$ cat config.mk
export PLATFORM = sky130hd
export DESIGN_NAME = send_arq_controller_flat
export DESIGN_NICKNAME = d
export VERILOG_FILES = /design/src/rtl/send_arq_if.sv /design/src/rtl/send_arq_controller.sv /design/src/flat_wrapper.sv
export SDC_FILE = /design/constraint.sdc
export NUM_CORES = 1
export LEC_CHECK = 0
export CORE_UTILIZATION = 65
export CTS_CLUSTER_DIAMETER = 60
export CTS_CLUSTER_SIZE = 40
export DETAILED_ROUTE_END_ITERATION = 8
export DONT_BUFFER_PORTS = 1
export GPL_TIMING_DRIVEN = 0
export MAX_ROUTING_LAYER = met4
export PLACE_DENSITY_LB_ADDON = 0.1
export SLEW_MARGIN = 20
export SYNTH_ARGS = -nofsm -noshare
export SYNTH_HDL_FRONTEND = slang
export SYNTH_SLANG_ARGS = --single-unit
$ cat constraint.sdc
create_clock -name clk -period 4.41 [get_ports clk]
set_input_delay 0.6615 -clock clk [delete_from_list [all_inputs] [get_ports clk]]
set_output_delay 0.6615 -clock clk [all_outputs]
set_load 0.02 [all_outputs]
$ cat src/rtl/send_arq_if.sv
// Handshake bundle between the ARQ send controller and its neighbours.
// master: the send controller. slave: router controller, get-data,
// encapsulate, fragment and receive-side ack source.
interface send_arq_if #(
  parameter int ADDR_WIDTH    = 10,
  parameter int DFX_WIDTH     = 2,
  parameter int SEQ_NUM_WIDTH = 2
);
  logic                     req_start;
  logic [ADDR_WIDTH-1:0]    req_src_addr;
  logic [ADDR_WIDTH-1:0]    req_dst_addr;
  logic [DFX_WIDTH-1:0]     req_src_dfx;
  logic [DFX_WIDTH-1:0]     req_dst_dfx;
  logic                     busy;
  logic                     send_done;
  logic                     send_fail;
  logic                     start_get_data;
  logic [ADDR_WIDTH-1:0]    v_src_addr;
  logic [ADDR_WIDTH-1:0]    v_dst_addr;
  logic                     done_get_data;
  logic                     start_encap_pkt;
  logic [DFX_WIDTH-1:0]     pkt_src_dfx;
  logic [DFX_WIDTH-1:0]     pkt_dst_dfx;
  logic [SEQ_NUM_WIDTH-1:0] pkt_sn;
  logic                     done_encap_pkt;
  logic                     start_frag_pkt;
  logic                     frag_pkt_done;
  logic                     valid_ack_pkt;
  logic [SEQ_NUM_WIDTH-1:0] rn_ack_pkt;
  logic [DFX_WIDTH-1:0]     src_dfx_ack_pkt;

  modport master (
    input  req_start, req_src_addr, req_dst_addr, req_src_dfx, req_dst_dfx,
    input  done_get_data, done_encap_pkt, frag_pkt_done,
    input  valid_ack_pkt, rn_ack_pkt, src_dfx_ack_pkt,
    output busy, send_done, send_fail,
    output start_get_data, v_src_addr, v_dst_addr,
    output start_encap_pkt, pkt_src_dfx, pkt_dst_dfx, pkt_sn,
    output start_frag_pkt
  );

  modport slave (
    output req_start, req_src_addr, req_dst_addr, req_src_dfx, req_dst_dfx,
    output done_get_data, done_encap_pkt, frag_pkt_done,
    output valid_ack_pkt, rn_ack_pkt, src_dfx_ack_pkt,
    input  busy, send_done, send_fail,
    input  start_get_data, v_src_addr, v_dst_addr,
    input  start_encap_pkt, pkt_src_dfx, pkt_dst_dfx, pkt_sn,
    input  start_frag_pkt
  );
endinterface

$ cat src/rtl/send_arq_controller.sv
// ARQ sender: get-data -> encapsulate -> fragment -> wait for ack, with
// per-destination sequence numbers, ack timeout and bounded retransmission.
// Optional retransmit/failure statistics are enabled with SEND_ARQ_STATS_EN.
//
// state    | meaning
// ---------+-----------------------------------------------------------
// IDLE     | waiting for a rising edge on req_start
// GET_DATA | start_get_data handshake with the data fetch block
// ENCAP    | start_encap_pkt handshake, header fields presented
// FRAG     | start_frag_pkt handshake, (re)transmit the held packet
// WAIT_ACK | ack timer running, checking acks from the destination
// REPORT   | one-cycle send_done / send_fail pulse
module send_arq_controller #(
  parameter int ADDR_WIDTH     = 10,
  parameter int DFX_WIDTH      = 2,
  parameter int NUM_NODES      = 4,
  parameter int SEQ_NUM_WIDTH  = 2,
  parameter int TIMEOUT_CYCLES = 256,
  parameter int MAX_RETRY      = 2
) (
  input  logic        clk,
  input  logic        rst_n,
  send_arq_if.master  bus
`ifdef SEND_ARQ_STATS_EN
  ,
  output logic [15:0] stat_retx_cnt,
  output logic [15:0] stat_fail_cnt
`endif
);

  localparam int TMR_W   = $clog2(TIMEOUT_CYCLES);
  localparam int RETRY_W = (MAX_RETRY > 0) ? $clog2(MAX_RETRY + 1) : 1;
  localparam int DW1     = DFX_WIDTH + 1;

  localparam logic [TMR_W-1:0]   TMR_LAST  = TMR_W'(TIMEOUT_CYCLES - 1);
  localparam logic [RETRY_W-1:0] RETRY_MAX = RETRY_W'(MAX_RETRY);
  localparam logic [DW1-1:0]     NODE_LIM  = DW1'(NUM_NODES);

  typedef enum logic [2:0] {
    IDLE     = 3'd0,
    GET_DATA = 3'd1,
    ENCAP    = 3'd2,
    FRAG     = 3'd3,
    WAIT_ACK = 3'd4,
    REPORT   = 3'd5
  } state_t;

  state_t state, state_nxt;

  logic                     req_q;
  logic [ADDR_WIDTH-1:0]    src_addr_q;
  logic [ADDR_WIDTH-1:0]    dst_addr_q;
  logic [DFX_WIDTH-1:0]     src_dfx_q;
  logic [DFX_WIDTH-1:0]     dst_dfx_q;
  logic [TMR_W-1:0]         timer;
  logic [RETRY_W-1:0]       retry_cnt;
  logic                     result_ok;
  logic [SEQ_NUM_WIDTH-1:0] sn_tbl [NUM_NODES];

  logic start_gd_q, start_enc_q, start_frag_q;
  logic start_gd_nxt, start_enc_nxt, start_frag_nxt;

  logic                     req_rise;
  logic                     dst_in_ok;
  logic [SEQ_NUM_WIDTH-1:0] sn_cur;
  logic [SEQ_NUM_WIDTH-1:0] sn_plus;
  logic                     ack_hit;
  logic                     ack_ok;
  logic                     ack_nak;
  logic                     timeout;
  logic                     retx_need;
  logic                     retx_go;

  assign req_rise  = bus.req_start & ~req_q;
  // Destinations beyond the table are rejected before any downstream start.
  assign dst_in_ok = {1'b0, bus.req_dst_dfx} < NODE_LIM;
  assign sn_cur    = sn_tbl[dst_dfx_q];
  assign sn_plus   = sn_cur + SEQ_NUM_WIDTH'(1);
  assign ack_hit   = (state == WAIT_ACK) && bus.valid_ack_pkt &&
                     (bus.src_dfx_ack_pkt == dst_dfx_q);
  assign ack_ok    = ack_hit && (bus.rn_ack_pkt == sn_plus);
  assign ack_nak   = ack_hit && (bus.rn_ack_pkt == sn_cur);
  assign timeout   = (state == WAIT_ACK) && (timer == TMR_LAST);
  // A valid ack in the timeout cycle takes priority over the retransmit.
  assign retx_need = !ack_ok && (ack_nak || timeout);
  assign retx_go   = retx_need && (retry_cnt < RETRY_MAX);

  // State register and registered start handshakes.
  always_ff @(posedge clk or negedge rst_n) begin
    if (!rst_n) begin
      state        <= IDLE;
      start_gd_q   <= 1'b0;
      start_enc_q  <= 1'b0;
      start_frag_q <= 1'b0;
    end else begin
      state        <= state_nxt;
      start_gd_q   <= start_gd_nxt;
      start_enc_q  <= start_enc_nxt;
      start_frag_q <= start_frag_nxt;
    end
  end

  // Next-state decode; done_x only counts while its start is raised.
  always_comb begin
    state_nxt = state;
    case (state)
      IDLE:     if (req_rise) state_nxt = dst_in_ok ? GET_DATA : REPORT;
      GET_DATA: if (start_gd_q && bus.done_get_data) state_nxt = ENCAP;
      ENCAP:    if (start_enc_q && bus.done_encap_pkt) state_nxt = FRAG;
      FRAG:     if (start_frag_q && bus.frag_pkt_done) state_nxt = WAIT_ACK;
      WAIT_ACK: begin
        if (ack_ok)         state_nxt = REPORT;
        else if (retx_need) state_nxt = retx_go ? FRAG : REPORT;
      end
      REPORT:   state_nxt = IDLE;
      default:  state_nxt = IDLE;
    endcase
  end

  // Start levels rise one cycle after entry and drop as the FSM leaves.
  always_comb begin
    start_gd_nxt   = (state == GET_DATA) && (state_nxt == GET_DATA);
    start_enc_nxt  = (state == ENCAP)    && (state_nxt == ENCAP);
    start_frag_nxt = (state == FRAG)     && (state_nxt == FRAG);
  end

  // Request latch, ack timer, retry count, result flag and sequence table.
  always_ff @(posedge clk or negedge rst_n) begin
    if (!rst_n) begin
      req_q      <= 1'b0;
      src_addr_q <= '0;
      dst_addr_q <= '0;
      src_dfx_q  <= '0;
      dst_dfx_q  <= '0;
      timer      <= '0;
      retry_cnt  <= '0;
      result_ok  <= 1'b0;
      for (int i = 0; i < NUM_NODES; i++) sn_tbl[i] <= '0;
    end else begin
      req_q <= bus.req_start;
      if (state == IDLE && req_rise) begin
        src_addr_q <= bus.req_src_addr;
        dst_addr_q <= bus.req_dst_addr;
        src_dfx_q  <= bus.req_src_dfx;
        dst_dfx_q  <= bus.req_dst_dfx;
      end
      if (state == FRAG)          timer <= '0;
      else if (state == WAIT_ACK) timer <= timer + TMR_W'(1);
      if (retx_go)               retry_cnt <= retry_cnt + RETRY_W'(1);
      else if (state == REPORT)  retry_cnt <= '0;
      if (ack_ok) sn_tbl[dst_dfx_q] <= sn_plus;
      if (state != REPORT && state_nxt == REPORT) result_ok <= ack_ok;
    end
  end

  assign bus.busy            = (state != IDLE);
  assign bus.send_done       = (state == REPORT) &&  result_ok;
  assign bus.send_fail       = (state == REPORT) && !result_ok;
  assign bus.start_get_data  = start_gd_q;
  assign bus.v_src_addr      = start_gd_q ? src_addr_q : '0;
  assign bus.v_dst_addr      = start_gd_q ? dst_addr_q : '0;
  assign bus.start_encap_pkt = start_enc_q;
  assign bus.pkt_src_dfx     = start_enc_q ? src_dfx_q : '0;
  assign bus.pkt_dst_dfx     = start_enc_q ? dst_dfx_q : '0;
  assign bus.pkt_sn          = start_enc_q ? sn_cur : '0;
  assign bus.start_frag_pkt  = start_frag_q;

`ifdef SEND_ARQ_STATS_EN
  // Saturating counters of retransmit decisions and reported failures.
  always_ff @(posedge clk or negedge rst_n) begin
    if (!rst_n) begin
      stat_retx_cnt <= '0;
      stat_fail_cnt <= '0;
    end else begin
      if (retx_go && stat_retx_cnt != 16'hFFFF)
        stat_retx_cnt <= stat_retx_cnt + 16'd1;
      if (bus.send_fail && stat_fail_cnt != 16'hFFFF)
        stat_fail_cnt <= stat_fail_cnt + 16'd1;
    end
  end
`endif

endmodule
$ cat src/flat_wrapper.sv
// flat-port wrapper written by rule: the top's interface ports become plain ports
module send_arq_controller_flat 
#(
  parameter int ADDR_WIDTH     = 10,
  parameter int DFX_WIDTH      = 2,
  parameter int NUM_NODES      = 4,
  parameter int SEQ_NUM_WIDTH  = 2,
  parameter int TIMEOUT_CYCLES = 256,
  parameter int MAX_RETRY      = 2
)
  (clk, rst_n, bus_req_start, bus_req_src_addr, bus_req_dst_addr, bus_req_src_dfx, bus_req_dst_dfx, bus_done_get_data, bus_done_encap_pkt, bus_frag_pkt_done, bus_valid_ack_pkt, bus_rn_ack_pkt, bus_src_dfx_ack_pkt, bus_busy, bus_send_done, bus_send_fail, bus_start_get_data, bus_v_src_addr, bus_v_dst_addr, bus_start_encap_pkt, bus_pkt_src_dfx, bus_pkt_dst_dfx, bus_pkt_sn, bus_start_frag_pkt);
  send_arq_if #(.ADDR_WIDTH(ADDR_WIDTH), .DFX_WIDTH(DFX_WIDTH), .SEQ_NUM_WIDTH(SEQ_NUM_WIDTH)) bus_i ();
  input  logic clk;
  input  logic rst_n;
  input wire logic [$bits(bus_i.req_start)-1:0] bus_req_start;
  input wire logic [$bits(bus_i.req_src_addr)-1:0] bus_req_src_addr;
  input wire logic [$bits(bus_i.req_dst_addr)-1:0] bus_req_dst_addr;
  input wire logic [$bits(bus_i.req_src_dfx)-1:0] bus_req_src_dfx;
  input wire logic [$bits(bus_i.req_dst_dfx)-1:0] bus_req_dst_dfx;
  input wire logic [$bits(bus_i.done_get_data)-1:0] bus_done_get_data;
  input wire logic [$bits(bus_i.done_encap_pkt)-1:0] bus_done_encap_pkt;
  input wire logic [$bits(bus_i.frag_pkt_done)-1:0] bus_frag_pkt_done;
  input wire logic [$bits(bus_i.valid_ack_pkt)-1:0] bus_valid_ack_pkt;
  input wire logic [$bits(bus_i.rn_ack_pkt)-1:0] bus_rn_ack_pkt;
  input wire logic [$bits(bus_i.src_dfx_ack_pkt)-1:0] bus_src_dfx_ack_pkt;
  output wire logic [$bits(bus_i.busy)-1:0] bus_busy;
  output wire logic [$bits(bus_i.send_done)-1:0] bus_send_done;
  output wire logic [$bits(bus_i.send_fail)-1:0] bus_send_fail;
  output wire logic [$bits(bus_i.start_get_data)-1:0] bus_start_get_data;
  output wire logic [$bits(bus_i.v_src_addr)-1:0] bus_v_src_addr;
  output wire logic [$bits(bus_i.v_dst_addr)-1:0] bus_v_dst_addr;
  output wire logic [$bits(bus_i.start_encap_pkt)-1:0] bus_start_encap_pkt;
  output wire logic [$bits(bus_i.pkt_src_dfx)-1:0] bus_pkt_src_dfx;
  output wire logic [$bits(bus_i.pkt_dst_dfx)-1:0] bus_pkt_dst_dfx;
  output wire logic [$bits(bus_i.pkt_sn)-1:0] bus_pkt_sn;
  output wire logic [$bits(bus_i.start_frag_pkt)-1:0] bus_start_frag_pkt;
  assign bus_i.req_start = bus_req_start;
  assign bus_i.req_src_addr = bus_req_src_addr;
  assign bus_i.req_dst_addr = bus_req_dst_addr;
  assign bus_i.req_src_dfx = bus_req_src_dfx;
  assign bus_i.req_dst_dfx = bus_req_dst_dfx;
  assign bus_i.done_get_data = bus_done_get_data;
  assign bus_i.done_encap_pkt = bus_done_encap_pkt;
  assign bus_i.frag_pkt_done = bus_frag_pkt_done;
  assign bus_i.valid_ack_pkt = bus_valid_ack_pkt;
  assign bus_i.rn_ack_pkt = bus_rn_ack_pkt;
  assign bus_i.src_dfx_ack_pkt = bus_src_dfx_ack_pkt;
  assign bus_busy = bus_i.busy;
  assign bus_send_done = bus_i.send_done;
  assign bus_send_fail = bus_i.send_fail;
  assign bus_start_get_data = bus_i.start_get_data;
  assign bus_v_src_addr = bus_i.v_src_addr;
  assign bus_v_dst_addr = bus_i.v_dst_addr;
  assign bus_start_encap_pkt = bus_i.start_encap_pkt;
  assign bus_pkt_src_dfx = bus_i.pkt_src_dfx;
  assign bus_pkt_dst_dfx = bus_i.pkt_dst_dfx;
  assign bus_pkt_sn = bus_i.pkt_sn;
  assign bus_start_frag_pkt = bus_i.start_frag_pkt;
  send_arq_controller #(.ADDR_WIDTH(ADDR_WIDTH), .DFX_WIDTH(DFX_WIDTH), .NUM_NODES(NUM_NODES), .SEQ_NUM_WIDTH(SEQ_NUM_WIDTH), .TIMEOUT_CYCLES(TIMEOUT_CYCLES), .MAX_RETRY(MAX_RETRY)) u_core (.clk(clk), .rst_n(rst_n), .bus(bus_i));
endmodule
### After elaboration in Yosys (flattened, before gate mapping)

Index checks and enable logic that the tools add are counted.

* bits in registers: 50
* output and inout port bits: 32
* word-level logic and storage cells: 87

* add/subtract/negate cells: 3
* order comparisons: 3
* eq/ne operators: 14
* multiplexer cells: 23
* bitwise operators: 3
* reduce and logical (&&, ||, !) cells: 25

Operators with widths (count)
* 2-to-1 mux 3 bit: 7
* 2-to-1 mux 10 bit: 2
* logical AND 1 bit: 18
* 2-to-1 mux 2 bit: 8
* 2-to-1 mux 8 bit: 2
* case mux 3 bit (5 select lines): 1
* equality test 3 x 2 -> 1 bit (second input constant): 4
* equality test 3 bit (second input constant): 3
* adder 8 x 1 -> 8 bit (second input constant): 1
* bitwise mux 8 bit: 1
* equality test 8 bit (second input constant): 1
* equality test 2 bit: 3
* equality test 3 x 1 -> 1 bit (second input constant): 2
* adder 2 x 1 -> 2 bit (second input constant): 2
* binary-select mux 2 bit (select 2 bit): 1
* demux 2 bit (select 2 bit): 1
* nonzero test 2 bit: 2
* greater-or-equal comparator 3 bit (second input constant): 1
* zero test 3 bit: 1
* less-than comparator 3 x 1 -> 1 bit (second input constant): 1
* inequality test 3 bit (second input constant): 1
* NOT 2 -> 3 bit: 1
* nonzero test 3 bit: 1
* zero test 1 bit: 2
* 4 further kinds: 4

### Logic depth before layout (Yosys ltp)

* depth in word-level cells: 16
* mapped depth: 7
* mapped depth without buffers: 5

### Least setup slack after synthesis

OpenSTA, ideal clock, no wires.

* path type: register to register
* start: register u_core.dst_dfx_q[0]
* end: register u_core.sn_tbl[7] (netlist bit)
* library setup time: 0.128 ns
* data arrival time: 2.070 ns
* data required time: 4.282 ns
* slack: 2.212 ns
* cell stages (with the launch flop): 7
* buffers on the path: 1
* cell sequence: dfrtp_1 > buf_6 > mux4_2 > xnor2_4 > mux2i_4 > nand4bb_2 > mux2_1

* cells in the longest elaborated chain, start to end: 7
* elaborated cells between the ends (all ways): 15
* classes of those cells: 1 x add/sub; 2 x order compare; 2 x eq/ne; 6 x mux; 1 x bitwise; 3 x reduce/logical

RTL lines
* from (decl): line send_arq_controller.sv:54 `logic [DFX_WIDTH-1:0] dst_dfx_q;`
* from (signal assigned): line send_arq_controller.sv:145 `dst_dfx_q <= bus.req_dst_dfx;`
* NOT 2 -> 3 bit (implied by the code): line send_arq_controller.sv:77, send_arq_controller.sv:151
* binary-select mux 2 bit (select 2 bit): line send_arq_controller.sv:77 `assign sn_cur = sn_tbl[dst_dfx_q];`
* 2-to-1 mux 2 bit (implied by the code) (2 in series): line send_arq_controller.sv:77
* adder 2 x 1 -> 2 bit: line send_arq_controller.sv:78 `assign sn_plus = sn_cur + SEQ_NUM_WIDTH'(1);`
* equality test 2 bit: line send_arq_controller.sv:81 `assign ack_ok = ack_hit && (bus.rn_ack_pkt == sn_plus);`
* logical AND 1 bit: line send_arq_controller.sv:81
* to (signal, indexed assignment): line send_arq_controller.sv:151 `if (ack_ok) sn_tbl[dst_dfx_q] <= sn_plus;`
* to (decl): line send_arq_controller.sv:58 `logic [SEQ_NUM_WIDTH-1:0] sn_tbl [NUM_NODES];`

Parallel ways exist; a longest one is shown, timed or not. The select of a mux whose other input is x is not followed.
A chain may end at the register's enable or synchronous reset.

### Final worst setup path

Same ends and word-level chain as after synthesis.

==> reports/qor.txt <==
Arrival time at the worst endpoint: 2.53 ns
Number of antenna-violating nets in the routed design: 0
TritonCTS Buffers: 5
Width of the die: 63.6 µm
Area share of the largest cell type after synthesis: 50.8%
Worst path top cell family by delay: multiplexers
Standard cell with the maximum stage delay on the critical path: mux4_2
PostCTS Resize Cnt: 0
Reported max-cap violation count: 0
Class of the tightest hold or removal check: in2async
Pin count of the biggest net entering global routing: 51
Antenna violations before repair: 0
Final worst clock skew: 0.0101 ns
Layout cell share with drive strength beyond 1: 12.2%
Number of hold violations in the final report: 0
WL final: 4490 µm
DP Worst Slack: 2.08 ns
Final GP Congestion: 0.791
Total Nets Final: 248
Distinct cell type count of the synthesized netlist: 46
Total number of vias: 1539
Synth top area cells: dfrtp_1, mux2_1, and2_1
Total DRC errors in the routed layout: 0
Type of the setup path with the least slack: reg2reg
Overall routing resource usage: 25.4%
Total number of placement rows: 21
Root cell of the clock tree: clkbuf_8
Share of synthesized area occupied by flip-flops and latches: 50.8%
Worst path max stage delay: 0.61 ns
Clock latency of the later-clocked register in the worst-skew pair: 0.30 ns
Final cycle utilization of the critical path: 53.1%
Critical path launch point type: flip-flop
Post-DP HPWL: 3400 µm
Logic depth of the worst setup path including buffers: 6
Drt pass-1 iters: 4
Worst-path cell chain: buf_6 > mux4_2 > xnor2_4 > mux2i_4 > nand4bb_2 > mux2_1
Pwr Density: 557 mW/mm²
Required time worst endpoint: 4.60 ns
Filler Cells Inserted: 259
Final setup violation count: 0
Starting Density: 71.0%
Element type at the critical path end: flip-flop
Crit path buf inv count: 1
Clock sink count: 50
First-pass GRT wire length: 7540 µm
Leakage power: 0.00120 µW
Register-to-register path setup slack: 2.07 ns
Count of yosys warnings during synthesis: 0
Routed via count divided by cell count: 5.94
Unrepaired setup endpoints after global routing: false
Antenna cells: 0
Summed instance area of the synthesized netlist: 0.00246 mm²
Worst-case vdd ir drop: 338 µV
TritonCTS clock tree: built
Buffer depth of the longest clock path: 2
Max Transition Viols Final: 0
Share of synthesized registers carrying an async set or reset: 100%
Status: completed
Htree depth: 2
Shortest clock period the worst path allows after layout: 2.34 ns
Via count of the first global-routing pass: 1583
Cell count of the worst reg-to-reg path: 6
Number of storage elements in the synthesis netlist: 50
Total die area: 0.00404 mm²
Maximum clock frequency: 427 MHz
Count of flip-flops with a built-in enable after synthesis: 0
Total design power: 1450 µW
Count of routing violations after the opening detailed-route iteration: 96
Total Negative Setup Slacks: 0 ns
Final routed wire length divided by cell count: 17.3 µm
Worst hold-check slack: 0.0439 ns
Headroom to the max-slew limit: 57.9%
Number of ports placed on the die boundary: 67
Post-Synthesis Mean Instance Area: 12.0 µm²
Worst slew pin tran: 0.616 ns
Area added between synthesis and finish: 6.05%
Final setup margin: 2.07 ns
Clock transition time at the flip-flop clock pins of the worst setup and hold paths: 0.09 ns
Critical-path maximum fanout: 9
Die height: 63.6 µm
Cell type with the highest aggregate area in the netlist: dfrtp_1
Final global-route overflow total: 0
Number of buffers inserted to repair setup after CTS: 0
Net Count, Synth: 241
Hold_buf cts: 0
Count of port buffers added during placement: 0
Most frequently used flop master after synthesis: dfrtp_1
Core region area: 0.00347 mm²
Post-Synthesis Cells: 205
## power breakdown
group	internal (µW)	leakage, µW	switching (µW)
registers	602	0.000627	91.7
logic	197	0.000524	301
clock network	127	0.0000482	136
total	925	0.00120	529
## layer usage
| metal | vias to the layer above | wire length (µm) | global-route usage [%] |
|---|---|---|---|
| met5 | - | 0 | - |
| met4 | 0 | 75 | 9.38 |
| met3 | 10 | 241 | 5.25 |
| met2 | 48 | 2380 | 42.8 |
| met1 | 761 | 1790 | 29.8 |
| li1 | 720 | - | - |
## cell usage after synthesis (2+ instances only)
cell type   n
nor2b_1     3
nand2_1     7
nor4bb_1    2
nand4b_2    2
mux2_1     24
xnor2_1     6
mux2_2      4
or3_1       2
buf_2       3
nand4_1     2
nand3_1     3
and2_1     27
clkbuf_1    5
and4_1      3
nor2_1     12
a211oi_1    2
a21oi_1     6
xor2_1      6
inv_1       4
mux4_2      2
a31oi_1     2
o21ai_0     3
dfrtp_1    50
nand2b_1    2
buf_4       2
## worst reg2reg max path: stages (launching register included)
cell	delay, ns
dfrtp_1	0.35
buf_6	0.14
mux4_2	0.61
xnor2_4	0.25
mux2i_4	0.37
nand4bb_2	0.18
mux2_1	0.34
## placed cells by master (no fill, tap or decap), types with 3 or more instances in the layout
master / count
nand3_1: 3
nor2b_1: 3
xor2_1: 6
a21oi_1: 6
nor2_1: 12
mux2_1: 24
mux2_2: 4
and4_1: 3
clkbuf_8: 6
nand2_1: 7
clkbuf_1: 6
dfrtp_1: 50
buf_2: 3
xnor2_1: 6
and2_1: 27
o21ai_0: 3
inv_1: 4
## state kept, by name, summed over array words and instances, names as in the netlist, 2 cells and up
name / cells
u_core.dst_addr_q: 10
u_core.src_addr_q: 10
u_core.sn_tbl: 8
u_core.timer: 8
u_core.state: 3
u_core.dst_dfx_q: 2
u_core.retry_cnt: 2
u_core.src_dfx_q: 2
## through the flow
step,instances,util [%],instance area (µm²)
3_3_place_gp,251,72.7,2520
3_5_place_dp,251,72.7,2520
4_1_cts,259,75.3,2610
6_report,259,75.3,2610
5_1_grt,259,75.3,2610
2_1_floorplan,205,-,2460
## path summary, 6_finish.rpt
| path | end | from |
|---|---|---|
| hold reg to reg | u_core.retry_cnt[0] | u_core.retry_cnt[0] |
| hold / removal | u_core.sn_tbl[7] | rst_n |
| setup / recovery | u_core.sn_tbl[7] | u_core.dst_dfx_q[0] |
| setup reg to reg | u_core.sn_tbl[7] | u_core.dst_dfx_q[0] |
| max in group asynchronous | u_core.timer[4] | rst_n |
| min in group clk | u_core.req_q | bus_req_start |
## cell families after synthesis
| group | share of synthesized area, % |
|---|---|
| mux | 16.0 |
| xor+xnor | 5.39 |
| buf+inv | 3.05 |
| simple gates | 18.9 |
| fa+ha+maj | 0.508 |
| compound gates | 5.39 |
| flops | 50.8 |
## cell type report
cell class | instances | area [µm²] | area share (%)
Tap cell | 46 | 57.6 | 2.20
Clock buffer | 7 | 86.3 | 3.31
Buffer | 11 | 60.1 | 2.30
Sequential cell | 50 | 1250 | 47.9
Multi-Input combinational cell | 140 | 1140 | 43.5
Inverter | 4 | 15.0 | 0.575
Clock inverter | 1 | 5.00 | 0.192
No activity file was read; power rests on OpenSTA's default activity.
